--- src/rtl/feed_countdown.sv ---
// Repeating MM:SS countdown for the pet feeder. When the interval runs out it drives
// the dispense output for FEED_SEC seconds, reloads the preset and counts down again.
// The digit outputs feed hex-to-seven-segment decoders directly; 4'hF blanks a digit.
module feed_countdown #(
  parameter int unsigned TICK_CYCLES = 50000000,
  parameter int unsigned FEED_SEC    = 3
) (
  input  logic       clk,
  input  logic       rst_n,
  input  logic       start,
  input  logic       cancel,
  input  logic       manual_feed,
  input  logic [7:0] preset_min,
  input  logic [7:0] preset_sec,
  output logic [3:0] dig3,
  output logic [3:0] dig2,
  output logic [3:0] dig1,
  output logic [3:0] dig0,
  output logic       dispense,
  output logic       busy,
  output logic       preset_err,
  output logic [7:0] feed_count
);

  localparam int unsigned PW       = (TICK_CYCLES > 1) ? $clog2(TICK_CYCLES) : 1;
  localparam logic [PW-1:0] PrescMax = PW'(TICK_CYCLES - 1);
  localparam logic [3:0] FeedSec   = 4'(FEED_SEC);
  localparam logic [3:0] Blank     = 4'hF;

  typedef enum logic [1:0] {StIdle, StRun, StFeed} state_e;

  state_e        state_q, state_d;
  logic [PW-1:0] presc_q, presc_d;
  logic [15:0]   reload_q, reload_d;
  logic [15:0]   cnt_q, cnt_d;
  logic [3:0]    rem_q, rem_d;
  logic [7:0]    fc_d;
  logic          err_d;
  logic [15:0]   dig_d;
  logic          tick;
  logic          preset_ok;
  logic [15:0]   preset;

  // One-digit-at-a-time BCD decrement of {mm tens, mm ones, ss tens, ss ones}.
  function automatic logic [15:0] bcd_dec(input logic [15:0] v);
    logic [15:0] r;
    r = v;
    if (v[3:0] != 4'd0) begin
      r[3:0] = v[3:0] - 4'd1;
    end else begin
      r[3:0] = 4'd9;
      if (v[7:4] != 4'd0) begin
        r[7:4] = v[7:4] - 4'd1;
      end else begin
        r[7:4] = 4'd5;
        if (v[11:8] != 4'd0) begin
          r[11:8] = v[11:8] - 4'd1;
        end else begin
          r[11:8]  = 4'd9;
          r[15:12] = v[15:12] - 4'd1;
        end
      end
    end
    return r;
  endfunction

  assign preset    = {preset_min, preset_sec};
  assign tick      = (state_q != StIdle) && (presc_q == PrescMax);
  assign preset_ok = (preset_min[7:4] <= 4'd9) && (preset_min[3:0] <= 4'd9) &&
                     (preset_sec[7:4] <= 4'd5) && (preset_sec[3:0] <= 4'd9) &&
                     (preset != 16'h0000);

  // Next-state logic: cancel overrides everything, manual_feed beats a same-cycle tick.
  always_comb begin
    state_d  = state_q;
    reload_d = reload_q;
    cnt_d    = cnt_q;
    rem_d    = rem_q;
    fc_d     = feed_count;
    err_d    = 1'b0;
    if (cancel) begin
      state_d = StIdle;
    end else begin
      case (state_q)
        StIdle: begin
          if (start) begin
            if (preset_ok) begin
              reload_d = preset;
              cnt_d    = preset;
              state_d  = StRun;
            end else begin
              err_d = 1'b1;
            end
          end
        end
        StRun: begin
          if (manual_feed) begin
            state_d = StFeed;
            rem_d   = FeedSec;
          end else if (tick) begin
            if (cnt_q == 16'h0001) begin
              cnt_d   = 16'h0000;
              state_d = StFeed;
              rem_d   = FeedSec;
            end else begin
              cnt_d = bcd_dec(cnt_q);
            end
          end
        end
        StFeed: begin
          if (tick) begin
            if (rem_q == 4'd1) begin
              state_d = StRun;
              cnt_d   = reload_q;
              fc_d    = feed_count + 8'd1;
            end else begin
              rem_d = rem_q - 4'd1;
            end
          end
        end
        default: state_d = StIdle;
      endcase
    end
  end

  // Prescaler restarts on every state change so the first second is full length.
  always_comb begin
    presc_d = presc_q + 1'b1;
    if ((state_d != state_q) || (state_d == StIdle) || tick) begin
      presc_d = '0;
    end
  end

  // Display image for the next state; only the minutes tens digit is zero-blanked.
  always_comb begin
    dig_d = {Blank, Blank, Blank, Blank};
    case (state_d)
      StRun: begin
        dig_d = cnt_d;
        if (cnt_d[15:12] == 4'd0) begin
          dig_d[15:12] = Blank;
        end
      end
      StFeed:  dig_d = {Blank, Blank, Blank, rem_d};
      default: dig_d = {Blank, Blank, Blank, Blank};
    endcase
  end

  // State and registered outputs.
  always_ff @(posedge clk or negedge rst_n) begin
    if (!rst_n) begin
      state_q    <= StIdle;
      presc_q    <= '0;
      reload_q   <= 16'h0000;
      cnt_q      <= 16'h0000;
      rem_q      <= 4'd0;
      dig3       <= Blank;
      dig2       <= Blank;
      dig1       <= Blank;
      dig0       <= Blank;
      dispense   <= 1'b0;
      busy       <= 1'b0;
      preset_err <= 1'b0;
      feed_count <= 8'd0;
    end else begin
      state_q    <= state_d;
      presc_q    <= presc_d;
      reload_q   <= reload_d;
      cnt_q      <= cnt_d;
      rem_q      <= rem_d;
      dig3       <= dig_d[15:12];
      dig2       <= dig_d[11:8];
      dig1       <= dig_d[7:4];
      dig0       <= dig_d[3:0];
      dispense   <= (state_d == StFeed);
      busy       <= (state_d != StIdle);
      preset_err <= err_d;
      feed_count <= fc_d;
    end
  end

endmodule

--- config.mk ---
export PLATFORM = sky130hd
export DESIGN_NAME = feed_countdown
export DESIGN_NICKNAME = d
export VERILOG_FILES = /design/src/rtl/feed_countdown.sv
export SDC_FILE = /design/constraint.sdc
export NUM_CORES = 1
export LEC_CHECK = 0
export ABC_CLOCK_PERIOD_IN_PS = 6130
export CAP_MARGIN = 5
export CORE_MARGIN = 8
export CORE_UTILIZATION = 60
export CTS_CLUSTER_SIZE = 28
export DETAILED_ROUTE_END_ITERATION = 6
export MAX_ROUTING_LAYER = met4
export PLACE_DENSITY = 0.83
export SYNTH_ARGS = -nofsm -noshare
export SYNTH_HDL_FRONTEND = slang
export SYNTH_SLANG_ARGS = --single-unit
--- constraint.sdc ---
create_clock -name clk -period 6.13 [get_ports clk]
set_input_delay 1.226 -clock clk [delete_from_list [all_inputs] [get_ports clk]]
set_output_delay 1.226 -clock clk [all_outputs]
set_load 0.02 [all_outputs]
== Yosys cells after proc, flatten, opt, wreduce, memory -nomap -nowiden ==
Cells that the tools add are included.
Word-level totals
  input bits: 21
  output and inout port bits: 27
  flip-flop bits (word level): 91
  word-level logic and storage cells: 89
Operators by class
  bitwise gates (word level): 1
  multiplexer cells: 38
  magnitude comparators: 4
  reductions and logical operators: 18
  $add $sub $neg: 7
  equal/unequal tests: 8
Operators by type and width (count)
  $mux W16: 8
  $pmux W16 S3: 1
  $mux W4: 11
  $pmux W16 S2: 1
  $add A26 B1 Y26 const B: 1
  $eq A26 B26 Y1 const B: 1
  $mux W26: 1
  $sub A4 B1 Y4 const B: 5
  $eq A16 B1 Y1 const B: 1
  $mux W2: 8
  $reduce_bool A16 Y1: 1
  $le A4 B4 Y1 const B: 3
  $mux W12: 1
  $reduce_bool A4 Y1: 3
  $add A8 B1 Y8 const B: 1
  $mux W8: 1
  $pmux W4 S2: 1
  $reduce_and A4 Y1: 2
  $pmux W2 S3: 1
  $logic_and A1 B1 Y1: 5
  $eq A2 B1 Y1 const B: 2
  $eq A2 B2 Y1 const B: 2
  $eq A4 B1 Y1 const B: 1
  $le A4 B3 Y1 const B: 1
  7 further kinds: 13

== Longest topological paths before layout ==
  depth in word-level cells: 13
  mapped depth: 15

== Worst setup path after synthesis ==
No wires, ideal clock.
  kind: input port to flip-flop
  from: in preset_min[1]
  to: reg presc_q[20]
  cell stages on the path: 9
  arrival time: 3282 ps
  setup time: 72 ps
  required time: 6058 ps
  slack: 2776 ps
  cells stage by stage: o21ai_0 -> nand4_1 -> nor3_1 -> o311ai_1 -> ha_1 -> nor3_1 -> o211ai_2 -> buf_4 -> nor2_1
On the way
  word-level cells in the longest chain between the ends: 13
  elaborated cells between the ends (all ways): 15
RTL lines
  start: declaration: RTL line 13  | input logic [7:0] preset_min,
  $le A4 B4 Y1: RTL line 69  | assign preset_ok = (preset_min[7:4] <= 4'd9) && (preset_min[3:0] <= 4'd9) &&
  $logic_and A1 B1 Y1 (2 in a row): RTL line 69
  $logic_and A1 B1 Y1: RTL line 70  | (preset_sec[7:4] <= 4'd5) && (preset_sec[3:0] <= 4'd9) &&
  $logic_and A1 B1 Y1 (*): RTL line 70
  $mux W2 (*): RTL line 87  | if (preset_ok) begin
  $mux W2 (*): RTL line 86  | if (start) begin
  $pmux W2 S3 (*): RTL line 84  | case (state_q)
  $mux W2 (*): RTL line 81  | if (cancel) begin
  $ne A2 B2 Y1 / $logic_not A2 Y1 (equally long branches): RTL line 129  | if ((state_d != state_q) || (state_d == StIdle) || tick) begin
  $logic_or A1 B1 Y1 (*) (2 in a row): RTL line 129
  $mux W26 (*): RTL line 129
  via presc_d[20]: RTL line 33  | logic [PW-1:0] presc_q, presc_d;
  end signal: assignment: RTL line 167  | presc_q <= presc_d;
  end: declaration: RTL line 33
The timed path passes the listed nets; every way through them passes the cells marked *.
A chain may end at the register's enable or synchronous reset.

== Worst setup path after layout ==
  from: reg state_q[0]
  to: reg presc_q[10]
On the way
  word-level cells in the longest chain between the ends: 10
  elaborated cells between the ends (all ways): 19
RTL lines
  start: declaration: RTL line 32  | state_e state_q, state_d;
  start signal: assignment: RTL line 152  | state_q <= StIdle;
  start signal: assignment: RTL line 166  | state_q <= state_d;
  $reduce_bool A2 Y1: RTL line 68  | assign tick = (state_q != StIdle) && (presc_q == PrescMax);
  $logic_and A1 B1 Y1: RTL line 68
  $mux W2: RTL line 100  | end else if (tick) begin
  $mux W2: RTL line 97  | if (manual_feed) begin
  $pmux W2 S3: RTL line 84
  $mux W2: RTL line 81
  $ne A2 B2 Y1 / $logic_not A2 Y1 (equally long branches): RTL line 129
  $logic_or A1 B1 Y1: RTL line 129
  $logic_or A1 B1 Y1 (*): RTL line 129
  $mux W26 (*): RTL line 129
  via presc_d[10]: RTL line 33
Marked as above.

==> results.toml <==
[power_and_ir_drop]
cellLeakagePower_nw = 2.34
power_per_cell_area_mw_per_mm2 = 265
vdd_ir_drop_max_mv = 0.175

[synthesis]
area_leader_netlist = "dfrtp_1"
post_synth_fa_ha_maj_area_fraction_pct = 4.51
synth-warning-count = 0
yosysUniqueCellTypes = 67
synth_top_area_share_pct = 37.6
mappedNetlistArea_mm2 = 0.00499
synthFlopType = "dfrtp_1"
yosys.area_share.simple_pct = 19.7
synth.ff_latch_count = 91
share_of_the_synthesized_area_in_compound_gates_ao_oa_aoi_oai_pct = 16.3
synthesis.nets = 538
synth_top_family_by_area = "simple AND/OR/NAND/NOR gates"
synth.avg_cell_area_um2 = 10.0
netlist_top_cells_area = "dfrtp_1, dfstp_2, ha_1"
synth_async_reset_ratio_pct = 100
count_of_flip_flops_with_a_built_in_enable_after_synthesis = 0
synth_seq_area_share_pct = 46.0
netlist_instances = 499
synth.area.mux_share_pct = 3.81
xor_and_xnor_area_share_after_synthesis_pct = 5.79

[setup_path]
worst_path_largest_cell_delay_ps = 1050
crit_path_max_delay_family = "simple AND/OR/NAND/NOR gates"
crit_top_cell = "ha_1"
worst_path_cell_with_the_longest_stage_delay = "nor4_2"
critPathRequiredTime_ps = 6400
path_class = "reg -> reg"
start_kind = "flop"
cp_num_buf_inv = 1
timing.critical_path.to_type = "flop"
path_max_fanout = 26
worst_path_cell_chain = "inv_1 -> ha_1 -> nor3b_1 -> nand4_2 -> nor4_2 -> o311ai_1 -> ha_1 -> nor3_1 -> o211ai_2 -> nor2_1"
critPathArrivalTime_ps = 4520

[global_route]
overflow = 0
groute.usage.overall_pct = 22.6
global_route_wire_length_before_repair_um = 20100
grt_pass1_vias = 4024
antenna_violations_before_repair = 0
grt_max_degree = 59

[outcome]
outcome = "finished, final reports clean"

[clock_tree]
worst_skew_pair_latency_ps = 370
cts_setup_buffers = 0
cts-buffers-inserted = 9
post_cts_resized = 0
max-clock-path-buffers = 2
cts_root_buffer = "clkbuf_8"
cts.htree.levels = 3
cts_num_sinks = 91
cts_tree = "done"
clkTransAtPathRegs_ps = 90
postCtsHoldBufs = 0

[route]
detailedRoute.firstPassIterationCount = 5
postRouteAntennaNets = 0
drt_first_iter_violations = 193
drc = 0
drt-vias-per-instance = 6.19
wl_per_cell_um = 18.6
route.final.wire_length_um = 12100
vias_post_dr = 4031

[timing]
slew-limit-headroom_pct = 17.1
final_worst_path_period_need_ps = 4250
fin_tns_setup_ps = 0
slew_violations = 0
fin_crit_sh_pct = 69.3
worst-slew-pin-transition_ps = 1230
grt_setup_unrepaired = "false"
setup_violations = 0
timing.clock.skew_ps = 21.1
finalHoldViolations = 0
achievable-frequency_mhz = 235

[floorplan]
num_rows = 33
core_area_mm2 = 0.00813
floorplan.die.height_um = 107
design.die.area_mm2 = 0.0115
initial_utilization_pct = 61.4
floorplan.io_pins = 48
dieWidth_um = 107

[placed_design]
dpl.hpwl_um = 8810
placed_cell_area_mm2 = 0.00554
port_buffers = 47
place_congestion = 0.927

[final_layout]
final_cell_area_mm2 = 0.00576
n_fill_cell = 605
area_of_the_multi_input_gates_mm2 = 0.00251
mostFrequentLayoutCells = "dfrtp_1, nor2_1, clkdlybuf4s50_1"
flow.area_growth_from_synthesis_pct = 15.4
layout-drive-gt1-share_pct = 12.6
nNetsFinal = 580
final_antenna_diode_count = 0
mostFrequentLayoutCell = "dfrtp_1"
sequential_cell_area_mm2 = 0.00230

[flow_run]
drv.max_cap_violation_count = 0

[hold_path]
min_path_type = "reg -> reg"
[synthesized netlist by cell type (4+ instances only)]
cell type and instances:
o31a_1 4, a221o_1 4, nand3_1 20, dfstp_2 16, a21oi_1 17, dfrtp_1 75
and4_1 4, o31ai_1 7, xor2_1 19, xnor2_1 14, o21ai_0 26, inv_1 25
nor3_1 13, nor2_1 48, a21o_1 11, a22oi_1 7, mux2_2 16, o21ai_1 4
nand4_1 11, clkbuf_1 12, nor4b_1 5, buf_2 4, nor4_1 10, nand2_1 34
a22o_1 12, o22ai_1 5, ha_1 18
[per-layer routing]
layer | vias to the layer above | part of all wire, % | global-route usage [%]
met4 | 0 | 1.8 | 7.34
met3 | 20 | 7.5 | 6.42
li1 | 1886 | - | -
met1 | 1955 | 43 | 28.3
met2 | 170 | 48 | 34.4
met5 | - | 0 | -
[cell type report]
cell class	instances	share of cell area [%]
Clock buffer	11	2.45
Timing Repair Buffer	51	8.64
Inverter	26	1.69
Multi-Input combinational cell	362	43.6
Sequential cell	91	39.9
Clock inverter	5	1.48
Tap cell	105	2.28
[through the flow]
| step | utilization (%) | cells | total power [W] | hold WS [ps] | setup WS (ps) |
|---|---|---|---|---|---|
| floorplan | - | 499 | 0.000954 | 464 | 2780 |
| detailed placement | 68.1 | 635 | 0.00107 | 466 | 1900 |
| global placement | 68.1 | 635 | 0.00105 | 466 | 2020 |
| CTS | 70.8 | 651 | 0.00152 | 485 | 2000 |
| global route | 70.8 | 651 | 0.00161 | 513 | 1520 |
| finish | 70.8 | 651 | 0.00153 | 483 | 1880 |
[report_power, final]
group          internal, W  switching, W  total (W)  leakage, nW
sequential        0.000672     0.0000591   0.000731         1.17
clock             0.000243      0.000218   0.000462        0.110
combinational     0.000142      0.000193   0.000335         1.05
[cell families (layout without fill, tap and decap cells)]
logic type,count (synthesis),in the layout
and+or+nand+nor,180,180
buffers and inverters,46,93
adders and majority gates,18,18
xor gates and xnor gates,33,33
muxes,17,17
DFF,91,91
AOI/OAI and AO/OA,114,114
[path summary, 6_finish.rpt]
| kind | startpoint | cells after the start | slack, ps | endpoint |
|---|---|---|---|---|
| setup / recovery | state_q[0]$_DFF_PN0_ | 10 | 1880 | presc_q[10]$_DFF_PN0_ |
| hold / removal | feed_count[7]$_DFFE_PN0P_ | 1 | 480 | feed_count[7]$_DFFE_PN0P_ |
| setup reg to reg | state_q[0]$_DFF_PN0_ | 10 | 1880 | presc_q[10]$_DFF_PN0_ |
| hold reg to reg | feed_count[7]$_DFFE_PN0P_ | 1 | 480 | feed_count[7]$_DFFE_PN0P_ |
| max in group asynchronous | rst_n | 2 | 4250 | presc_q[11]$_DFF_PN0_ |
| min in group asynchronous | rst_n | 1 | 800 | cnt_q[15]$_DFF_PN0_ |
[flip-flops by register name (all words and copies together), names as in the netlist]
| name | cells |
|---|---|
| presc_q | 26 |
| cnt_q | 16 |
| reload_q | 16 |
| feed_count | 8 |
| dig0 | 4 |
| dig1 | 4 |
| dig2 | 4 |
| dig3 | 4 |
| rem_q | 4 |
| state_q | 2 |
| busy | 1 |
| dispense | 1 |
| preset_err | 1 |
No activity file was read; power rests on OpenSTA's default activity.
